`src/rtl/equ_sched_pkg.sv`:
```
// Shared definitions for the per-symbol equalizer scheduler.
// Contents:
//   default slot geometry, symbol-index width, FSM state enum, and
//   next_data_idx(), the data-symbol index advance that steps over the pilot.
package equ_sched_pkg;

  localparam int unsigned SYMS_PER_SLOT_DEF = 7;
  localparam int unsigned PILOT_SYM_DEF     = 3;
  localparam int unsigned SLOT_W_DEF        = 4;
  localparam int unsigned TIMEOUT_CYC_DEF   = 1024;
  localparam int unsigned IDX_W             = 3;

  typedef enum logic [2:0] {
    ST_IDLE  = 3'd0,
    ST_REQ_P = 3'd1,
    ST_EST   = 3'd2,
    ST_REQ_D = 3'd3,
    ST_EQU   = 3'd4
  } state_t;

  // One extra bit so that running past the last symbol of the slot is visible.
  function automatic logic [IDX_W:0] next_data_idx(input logic [IDX_W-1:0] idx,
                                                   input logic [IDX_W-1:0] pilot);
    logic [IDX_W:0] nxt;
    nxt = {1'b0, idx} + (IDX_W+1)'(1);
    if (nxt == {1'b0, pilot}) begin
      nxt = nxt + (IDX_W+1)'(1);
    end
    return nxt;
  endfunction

endpackage

```
`src/rtl/equ_sym_sched.sv`:
```
// Sequencer for the per-symbol register between the resource demapper and the
// equalizer / channel estimator. Per slot it fetches the DMRS symbol and runs
// channel estimation, then fetches each data symbol in order (skipping the
// pilot) and runs the equalizer on it, repeating for the programmed slot count.
//
// Ports:
//   i_clk, i_rst        clock, asynchronous active-high reset
//   i_start             start pulse, honoured in IDLE only
//   i_num_slots         slots per transfer, sampled with i_start (0 means 1)
//   o_rdm_req/o_rdm_idx demapper symbol request and index
//   i_rdm_valid         demapper data for o_rdm_idx present this cycle
//   o_wen, o_pilot      register write enable / DMRS flag (combinational)
//   o_est_start         1-cycle pulse, start channel estimation
//   i_est_done          estimator finished
//   o_equ_start         1-cycle pulse, equalize current data symbol
//   i_equ_done          equalizer finished
//   o_busy              not IDLE
//   o_slot_done         1-cycle pulse at end of each slot
//   o_done              1-cycle pulse at end of the transfer
//   o_timeout           1-cycle watchdog pulse
//
// Build option: EQU_SCHED_TIMEOUT_EN enables a per-state watchdog of
// TIMEOUT_CYC cycles that aborts to IDLE; without it o_timeout is tied 0.
module equ_sym_sched
  import equ_sched_pkg::*;
#(
  parameter int unsigned SYMS_PER_SLOT = SYMS_PER_SLOT_DEF,
  parameter int unsigned PILOT_SYM     = PILOT_SYM_DEF,
  parameter int unsigned SLOT_W        = SLOT_W_DEF,
  parameter int unsigned TIMEOUT_CYC   = TIMEOUT_CYC_DEF
) (
  input  logic              i_clk,
  input  logic              i_rst,
  input  logic              i_start,
  input  logic [SLOT_W-1:0] i_num_slots,
  output logic              o_rdm_req,
  output logic [IDX_W-1:0]  o_rdm_idx,
  input  logic              i_rdm_valid,
  output logic              o_wen,
  output logic              o_pilot,
  output logic              o_est_start,
  input  logic              i_est_done,
  output logic              o_equ_start,
  input  logic              i_equ_done,
  output logic              o_busy,
  output logic              o_slot_done,
  output logic              o_done,
  output logic              o_timeout
);

  localparam logic [IDX_W-1:0] PILOT_IDX  = IDX_W'(PILOT_SYM);
  localparam logic [IDX_W-1:0] FIRST_DATA = (PILOT_SYM == 0) ? IDX_W'(1) : IDX_W'(0);
  localparam logic [IDX_W:0]   SYM_LIM    = (IDX_W+1)'(SYMS_PER_SLOT);

  state_t            state_q, state_d;
  logic [IDX_W-1:0]  sym_q, sym_d;
  logic [SLOT_W-1:0] slot_q, slot_d;
  logic [SLOT_W-1:0] nslots_q, nslots_d;
  logic [SLOT_W-1:0] slot_inc;
  logic [IDX_W:0]    nxt_idx;
  logic              est_start_q, est_start_d;
  logic              equ_start_q, equ_start_d;
  logic              slot_done_q, slot_done_d;
  logic              done_q, done_d;

`ifdef EQU_SCHED_TIMEOUT_EN
  localparam int unsigned     WD_W    = $clog2(TIMEOUT_CYC + 1);
  localparam logic [WD_W-1:0] WD_LAST = WD_W'(TIMEOUT_CYC - 1);
  logic [WD_W-1:0] wd_q, wd_d;
  logic            timeout_q, timeout_d;
`endif

  // Next-state, counter and pulse logic.
  always_comb begin
    state_d     = state_q;
    sym_d       = sym_q;
    slot_d      = slot_q;
    nslots_d    = nslots_q;
    est_start_d = 1'b0;
    equ_start_d = 1'b0;
    slot_done_d = 1'b0;
    done_d      = 1'b0;
    nxt_idx     = next_data_idx(sym_q, PILOT_IDX);
    slot_inc    = slot_q + SLOT_W'(1);

    case (state_q)
      ST_IDLE: begin
        if (i_start) begin
          nslots_d = (i_num_slots == '0) ? SLOT_W'(1) : i_num_slots;
          slot_d   = '0;
          sym_d    = '0;
          state_d  = ST_REQ_P;
        end
      end
      ST_REQ_P: begin
        if (i_rdm_valid) begin
          est_start_d = 1'b1;
          state_d     = ST_EST;
        end
      end
      ST_EST: begin
        // Accepted from the first EST cycle, so a same-cycle done is not lost.
        if (i_est_done) begin
          sym_d   = FIRST_DATA;
          state_d = ST_REQ_D;
        end
      end
      ST_REQ_D: begin
        if (i_rdm_valid) begin
          equ_start_d = 1'b1;
          state_d     = ST_EQU;
        end
      end
      ST_EQU: begin
        if (i_equ_done) begin
          if (nxt_idx < SYM_LIM) begin
            sym_d   = nxt_idx[IDX_W-1:0];
            state_d = ST_REQ_D;
          end else begin
            slot_done_d = 1'b1;
            slot_d      = slot_inc;
            sym_d       = '0;
            if (slot_inc == nslots_q) begin
              done_d  = 1'b1;
              state_d = ST_IDLE;
            end else begin
              state_d = ST_REQ_P;
            end
          end
        end
      end
      default: begin
        state_d = ST_IDLE;
      end
    endcase

`ifdef EQU_SCHED_TIMEOUT_EN
    // Watchdog fires only while the FSM is stuck; real progress wins a tie.
    timeout_d = 1'b0;
    if ((state_q != ST_IDLE) && (state_d == state_q) && (wd_q == WD_LAST)) begin
      state_d   = ST_IDLE;
      sym_d     = '0;
      slot_d    = '0;
      timeout_d = 1'b1;
    end
    if ((state_d != state_q) || (state_q == ST_IDLE)) begin
      wd_d = '0;
    end else begin
      wd_d = wd_q + WD_W'(1);
    end
`endif
  end

  // State, counters and registered pulses.
  always_ff @(posedge i_clk or posedge i_rst) begin
    if (i_rst) begin
      state_q     <= ST_IDLE;
      sym_q       <= '0;
      slot_q      <= '0;
      nslots_q    <= '0;
      est_start_q <= 1'b0;
      equ_start_q <= 1'b0;
      slot_done_q <= 1'b0;
      done_q      <= 1'b0;
    end else begin
      state_q     <= state_d;
      sym_q       <= sym_d;
      slot_q      <= slot_d;
      nslots_q    <= nslots_d;
      est_start_q <= est_start_d;
      equ_start_q <= equ_start_d;
      slot_done_q <= slot_done_d;
      done_q      <= done_d;
    end
  end

`ifdef EQU_SCHED_TIMEOUT_EN
  always_ff @(posedge i_clk or posedge i_rst) begin
    if (i_rst) begin
      wd_q      <= '0;
      timeout_q <= 1'b0;
    end else begin
      wd_q      <= wd_d;
      timeout_q <= timeout_d;
    end
  end

  assign o_timeout = timeout_q;
`else
  logic [31:0] unused_timeout;
  assign unused_timeout = 32'(TIMEOUT_CYC);
  assign o_timeout      = 1'b0;
`endif

  // Request decode from state; write strobes follow demapper valid in the same cycle.
  assign o_rdm_req   = (state_q == ST_REQ_P) || (state_q == ST_REQ_D);
  assign o_rdm_idx   = (state_q == ST_REQ_P) ? PILOT_IDX :
                       (state_q == ST_REQ_D) ? sym_q     : '0;
  assign o_wen       = i_rdm_valid && o_rdm_req;
  assign o_pilot     = i_rdm_valid && (state_q == ST_REQ_P);
  assign o_busy      = (state_q != ST_IDLE);
  assign o_est_start = est_start_q;
  assign o_equ_start = equ_start_q;
  assign o_slot_done = slot_done_q;
  assign o_done      = done_q;

endmodule

```
`config.mk`:
```
export PLATFORM = sky130hd
export DESIGN_NAME = equ_sym_sched
export DESIGN_NICKNAME = d
export VERILOG_FILES = /design/src/rtl/equ_sched_pkg.sv /design/src/rtl/equ_sym_sched.sv
export SDC_FILE = /design/constraint.sdc
export NUM_CORES = 1
export LEC_CHECK = 0
export ABC_AREA = 1
export ABC_CLOCK_PERIOD_IN_PS = 2110
export BUFFER_PORTS_ARGS = -buffer_cell sky130_fd_sc_hd__buf_2
export CAP_MARGIN = 30
export CELL_PAD_IN_SITES_DETAIL_PLACEMENT = 1
export CELL_PAD_IN_SITES_GLOBAL_PLACEMENT = 2
export CORE_AREA = 4 4 65 67
export CTS_CLUSTER_DIAMETER = 120
export DETAILED_ROUTE_END_ITERATION = 8
export DIE_AREA = 0 0 69 71
export MAX_ROUTING_LAYER = met4
export PLACE_DENSITY_LB_ADDON = 0.1
export SYNTH_ARGS = -nofsm -noshare
export SYNTH_HDL_FRONTEND = slang
export SYNTH_SLANG_ARGS = --single-unit
```
`constraint.sdc`:
```
create_clock -name i_clk -period 2.11 [get_ports i_clk]
set_input_delay 0.422 -clock i_clk [delete_from_list [all_inputs] [get_ports i_clk]]
set_output_delay 0.422 -clock i_clk [all_outputs]
set_load 0.05 [all_outputs]
```
-- Word level (Yosys, flattened, before mapping)
Cells that the tools add are included.
- input port bits: 10
- output and inout port bits: 12
- logic and storage cells: 67
- flip-flop bits (word level): 18
- muxes and demuxes: 31
- order comparisons: 1
- reduce and logical (&&, ||, !) cells: 12
- $add $sub $neg: 3
- equal/unequal tests: 12
- operator list (kind ; count):
    2-to-1 mux 3 bit ; 11
    2-to-1 mux 4 bit ; 5
    case mux 3 bit (5 select lines) ; 1
    != test 2 bit (second input constant) ; 6
    2-to-1 mux 1 bit ; 11
    case mux 3 bit (3 select lines) ; 1
    adder 4 x 1 -> 4 bit (second input constant) ; 2
    case mux 4 bit (2 select lines) ; 1
    AND reduction 4 bit ; 2
    equality test 3 x 2 -> 1 bit (second input constant) ; 2
    nonzero test 3 bit ; 2
    AND reduction 5 bit ; 1
    adder 3 x 1 -> 4 bit (second input constant) ; 1
    equality test 4 x 2 -> 1 bit (second input constant) ; 1
    equality test 4 bit ; 1
    logical NOT 4 bit ; 1
    less-than comparator 4 x 3 -> 1 bit (second input constant) ; 1
    equality test 3 x 1 -> 1 bit (second input constant) ; 1
    equality test 3 bit (second input constant) ; 1
    logical NOT 3 bit ; 1
    logical AND 1 bit ; 2
    2-to-1 mux 2 bit ; 1
    AND reduction 2 bit ; 1
    nonzero test 2 bit ; 1
    logical OR 1 bit ; 1

-- Longest topological paths before layout
- word-level depth: 7
- gate-level depth with buffers: 12
- mapped depth without buffers: 12

-- Worst setup path after synthesis
OpenSTA, ideal clock, no wires.
- path type: flip-flop to output port
- from: reg state_q[0]
- to: out o_rdm_idx[0]
- slack: -474 ps
- data required time: 1688 ps
- arrival time: 2162 ps
- cell stages (with the launch flop): 5
- buffers on the path: 0
- path through: dfrtp_1 inv_1 nor2_1 inv_1 a21oi_1
- word-level cells in the longest chain between the ends: 3
- elaborated cells on any way between the ends: 4
- classes of those cells: 2 x eq/ne; 2 x mux
- ends and longest elaborated chain (item ; RTL line ; text):
    from (decl) ; equ_sym_sched.sv:55 ; state_t state_q, state_d;
    from (signal assigned) ; equ_sym_sched.sv:166 ; state_q <= state_d;
    equality test 3 x 2 -> 1 bit ; equ_sym_sched.sv:198 ; (state_q == ST_REQ_D) ? sym_q : '0;
    2-to-1 mux 3 bit ; equ_sym_sched.sv:198 ;
    2-to-1 mux 3 bit (*) ; equ_sym_sched.sv:197 ; assign o_rdm_idx = (state_q == ST_REQ_P) ? PILOT_IDX :
    to (decl) ; equ_sym_sched.sv:37 ; output logic [IDX_W-1:0] o_rdm_idx,
Mark *: on every way between the ends. The rest lies on a longest branch, timed or not.

-- Worst setup path in the final report
- from: reg state_q[1]
- to: out o_busy
- word-level cells in the longest chain between the ends: 1
- ends and longest elaborated chain (item ; RTL line ; text):
    nonzero test 3 bit ; equ_sym_sched.sv:201 ; assign o_busy = (state_q != ST_IDLE);
    to (decl) ; equ_sym_sched.sv:45 ; output logic o_busy,
Every way passes these cells.

==> results_dict.tcl <==
set metrics [dict create \
    hp-class "input port to asynchronous set/reset pin" \
    setup.worst_path.class "flip-flop to output pin" \
    via_per_inst 4.45 \
    fin_tns_setup_ps 0 \
    cts_buffers 3 \
    synth_ff_type "dfrtp_1" \
    critPathRequiredTime_ps 1690 \
    rr_endpoint "slot_q[2]$_DFFE_PP0P_" \
    cts_setup_buffers 0 \
    wire_per_inst_um 12.9 \
    io_buffer_count 20 \
    clock_skew_ps 3.07 \
    rsz0062_at_grt "false" \
    cts_tree "built" \
    ys_warn_count 0 \
    worst-path-max-fanout 6 \
    crit_chain "inv_2, nand2_4, nor2_2, inv_1, buf_2" \
    final_util_pct 38.4 \
    vdd_ir_drop_max_v 0.000343 \
    cp-end-kind "output pin" \
    synth_seq_cells 18 \
    r2r_setup_slack_ps 480 \
    synth.net_count 166 \
    yosysUniqueCellTypes 26 \
    synth-edff-count 0 \
    hpwl_um 2260 \
    postPlaceCellArea_mm2 0.00134 \
    finalSetupViolations 0 \
    grt_start_max_net_pins 19 \
    maxSlewHeadroom_pct 51.2 \
    synthTopCellsByArea "dfrtp_1 (39%), nand2_1 (11%), inv_1 (7.1%), ha_1 (5.4%), nand2_4 (4.8%)" \
    leakage_nw 0.766 \
    wl_um 2870 \
    nets 190 \
    maxCapViolCount 0 \
    cts.repair.resized 0 \
    fillers 468 \
    coreArea_mm2 0.00363 \
    num_antenna_cells 0 \
    whs_ps 266 \
    worst_pin_slew_ps 732 \
    antenna_found_initial 0 \
    place.gp.congestion 0.833 \
    clock_path_buffers 2 \
    ys_async_sr_fraction_pct 100 \
    final_area_mm2 0.00139 \
    io_pins 22 \
    drc 0 \
    crit_path_start_kind "flip-flop" \
    crit_slowest_cell "dfrtp_1" \
    rows 22 \
    clk_pin_slew_ps 80 \
    drt_pass1_iterations 4 \
    drv_slew 0 \
    dieHeight_um 71 \
    status "completed" \
    synth_common_cells "nand2_1 (35), inv_1 (22), dfrtp_1 (18), nor2_1 (14), nand3_1 (10)" \
    synth_seq_area_share_pct 38.5 \
    track_usage_pct 12.9 \
    min_period_ps 1890 \
    critPathLaunch "state_q[1]$_DFFE_PP0P_" \
    synth_top_cell_by_area "dfrtp_1" \
    rr_startpoint "sym_q[0]$_DFFE_PP0P_" \
    fp.dieW_um 69 \
    min_period_over_period_pct 89.6 \
    power_density_mw_per_mm2 1280 \
    synth_cells 151 \
    grt_pass1_wl_um 4830 \
    dieArea_mm2 0.00490 \
    yosysMostFrequentCell "nand2_1" \
    ant_nets 0 \
    insertion_delay_ps 260 \
    reg2regPathDepth 11 \
    grt_pass1_vias 1065 \
    hold_viol 0 \
    crit_family "flip-flops" \
    start_util_pct 32.2 \
    drt_iter0_markers 31 \
    clockRootBuffer "clkbuf_8" \
    dr_total_vias 988 \
    holdBufCountCts 0 \
    layout-drive-gt1-share_pct 30.5 \
    syn_avg_cell_area_um2 7.74 \
    clock_sinks 18 \
    cts_max_level 1 \
    critPathArrivalTime_ps 1470 \
    crit_path_max_incr_delay_ps 510 \
    overflow 0 \
    yosysTopAreaCellShare_pct 38.5 \
    path_buf_inv 3 \
    fmax_ghz 0.529 \
    syn_area_mm2 0.00117 \
    synthToLayoutAreaGrowth_pct 19.3 \
]
-- registers in the layout, summed over array words and instances (netlist names) --
register,count
o_equ_start,1
o_done,1
slot_q,4
sym_q,3
state_q,3
nslots_q,4
o_est_start,1
o_slot_done,1
-- placed cells by master (no fill, tap or decap) --
| cell type | n |
|---|---|
| o21ai_0 | 7 |
| a21oi_2 | 3 |
| inv_1 | 22 |
| inv_2 | 3 |
| ha_1 | 5 |
| xnor2_1 | 2 |
| nand4_2 | 1 |
| o21ai_1 | 4 |
| nand4_1 | 2 |
| nand3_2 | 1 |
| xor2_1 | 2 |
| nor2_8 | 1 |
| nand2_1 | 35 |
| inv_4 | 1 |
| dfrtp_1 | 18 |
| nand2_2 | 7 |
| nor2_1 | 10 |
| nand3_1 | 10 |
| conb_1 | 1 |
| nor2_2 | 6 |
| clkbuf_8 | 4 |
| a21oi_1 | 1 |
| nand3_4 | 1 |
| a31oi_1 | 1 |
| nor3_1 | 1 |
| nand2_4 | 5 |
| buf_2 | 20 |
-- power by group --
group	internal [W]	switching (W)
Clock	0.000166	0.000135
Combinational	0.000258	0.000706
Sequential	0.000428	0.0000887
Total	0.000853	0.000930
-- routing by layer --
layer	part of all wire (%)	wire, um	global-route usage, %	vias to the layer above
met1	47	1350	15.4	458
met3	2.7	78	2.84	5
li1	-	-	-	510
met4	2.0	57	6.94	0
met5	0	0	-	-
met2	48	1380	20.1	15
-- stage by stage --
step                      std cells  setup WS, ps  total power [W]
after floorplan                 151          72.9          0.00129
after global placement          218           499          0.00148
after detailed placement        218           492          0.00150
after CTS                       222           185          0.00182
after global routing            222           119          0.00193
final                           222           220          0.00178
-- cells by family after synthesis --
group / after synthesis / share of synthesized area [%]
and+or+nand+nor: 80 / 36.3
AOI/OAI and AO/OA: 16 / 7.28
xor gates and xnor gates: 4 / 3.00
DFF: 18 / 38.5
buffers and inverters: 27 / 9.21
adders and majority gates: 5 / 5.35
other: 1 / 0.321
-- area by class of cell --
cell class	count	area, um^2	share of cell area (%)
Inverter	26	100	7.18
Timing Repair Buffer	20	100	7.18
Multi-Input combinational cell	106	628	45.1
Tap cell	48	60.1	4.31
Clock buffer	4	55.1	3.95
Sequential cell	18	450	32.3
-- worst max-delay path by stage --
stage                         endpoint  slack [ps]  cells after the start
after floorplan           o_rdm_idx[0]          70                      3
after global placement          o_busy         500                      5
after detailed placement        o_busy         490                      5
after CTS                       o_busy         190                      5
after global routing           o_pilot         120                      5
final                           o_busy         220                      5
Power figures use the tool's default switching activity.
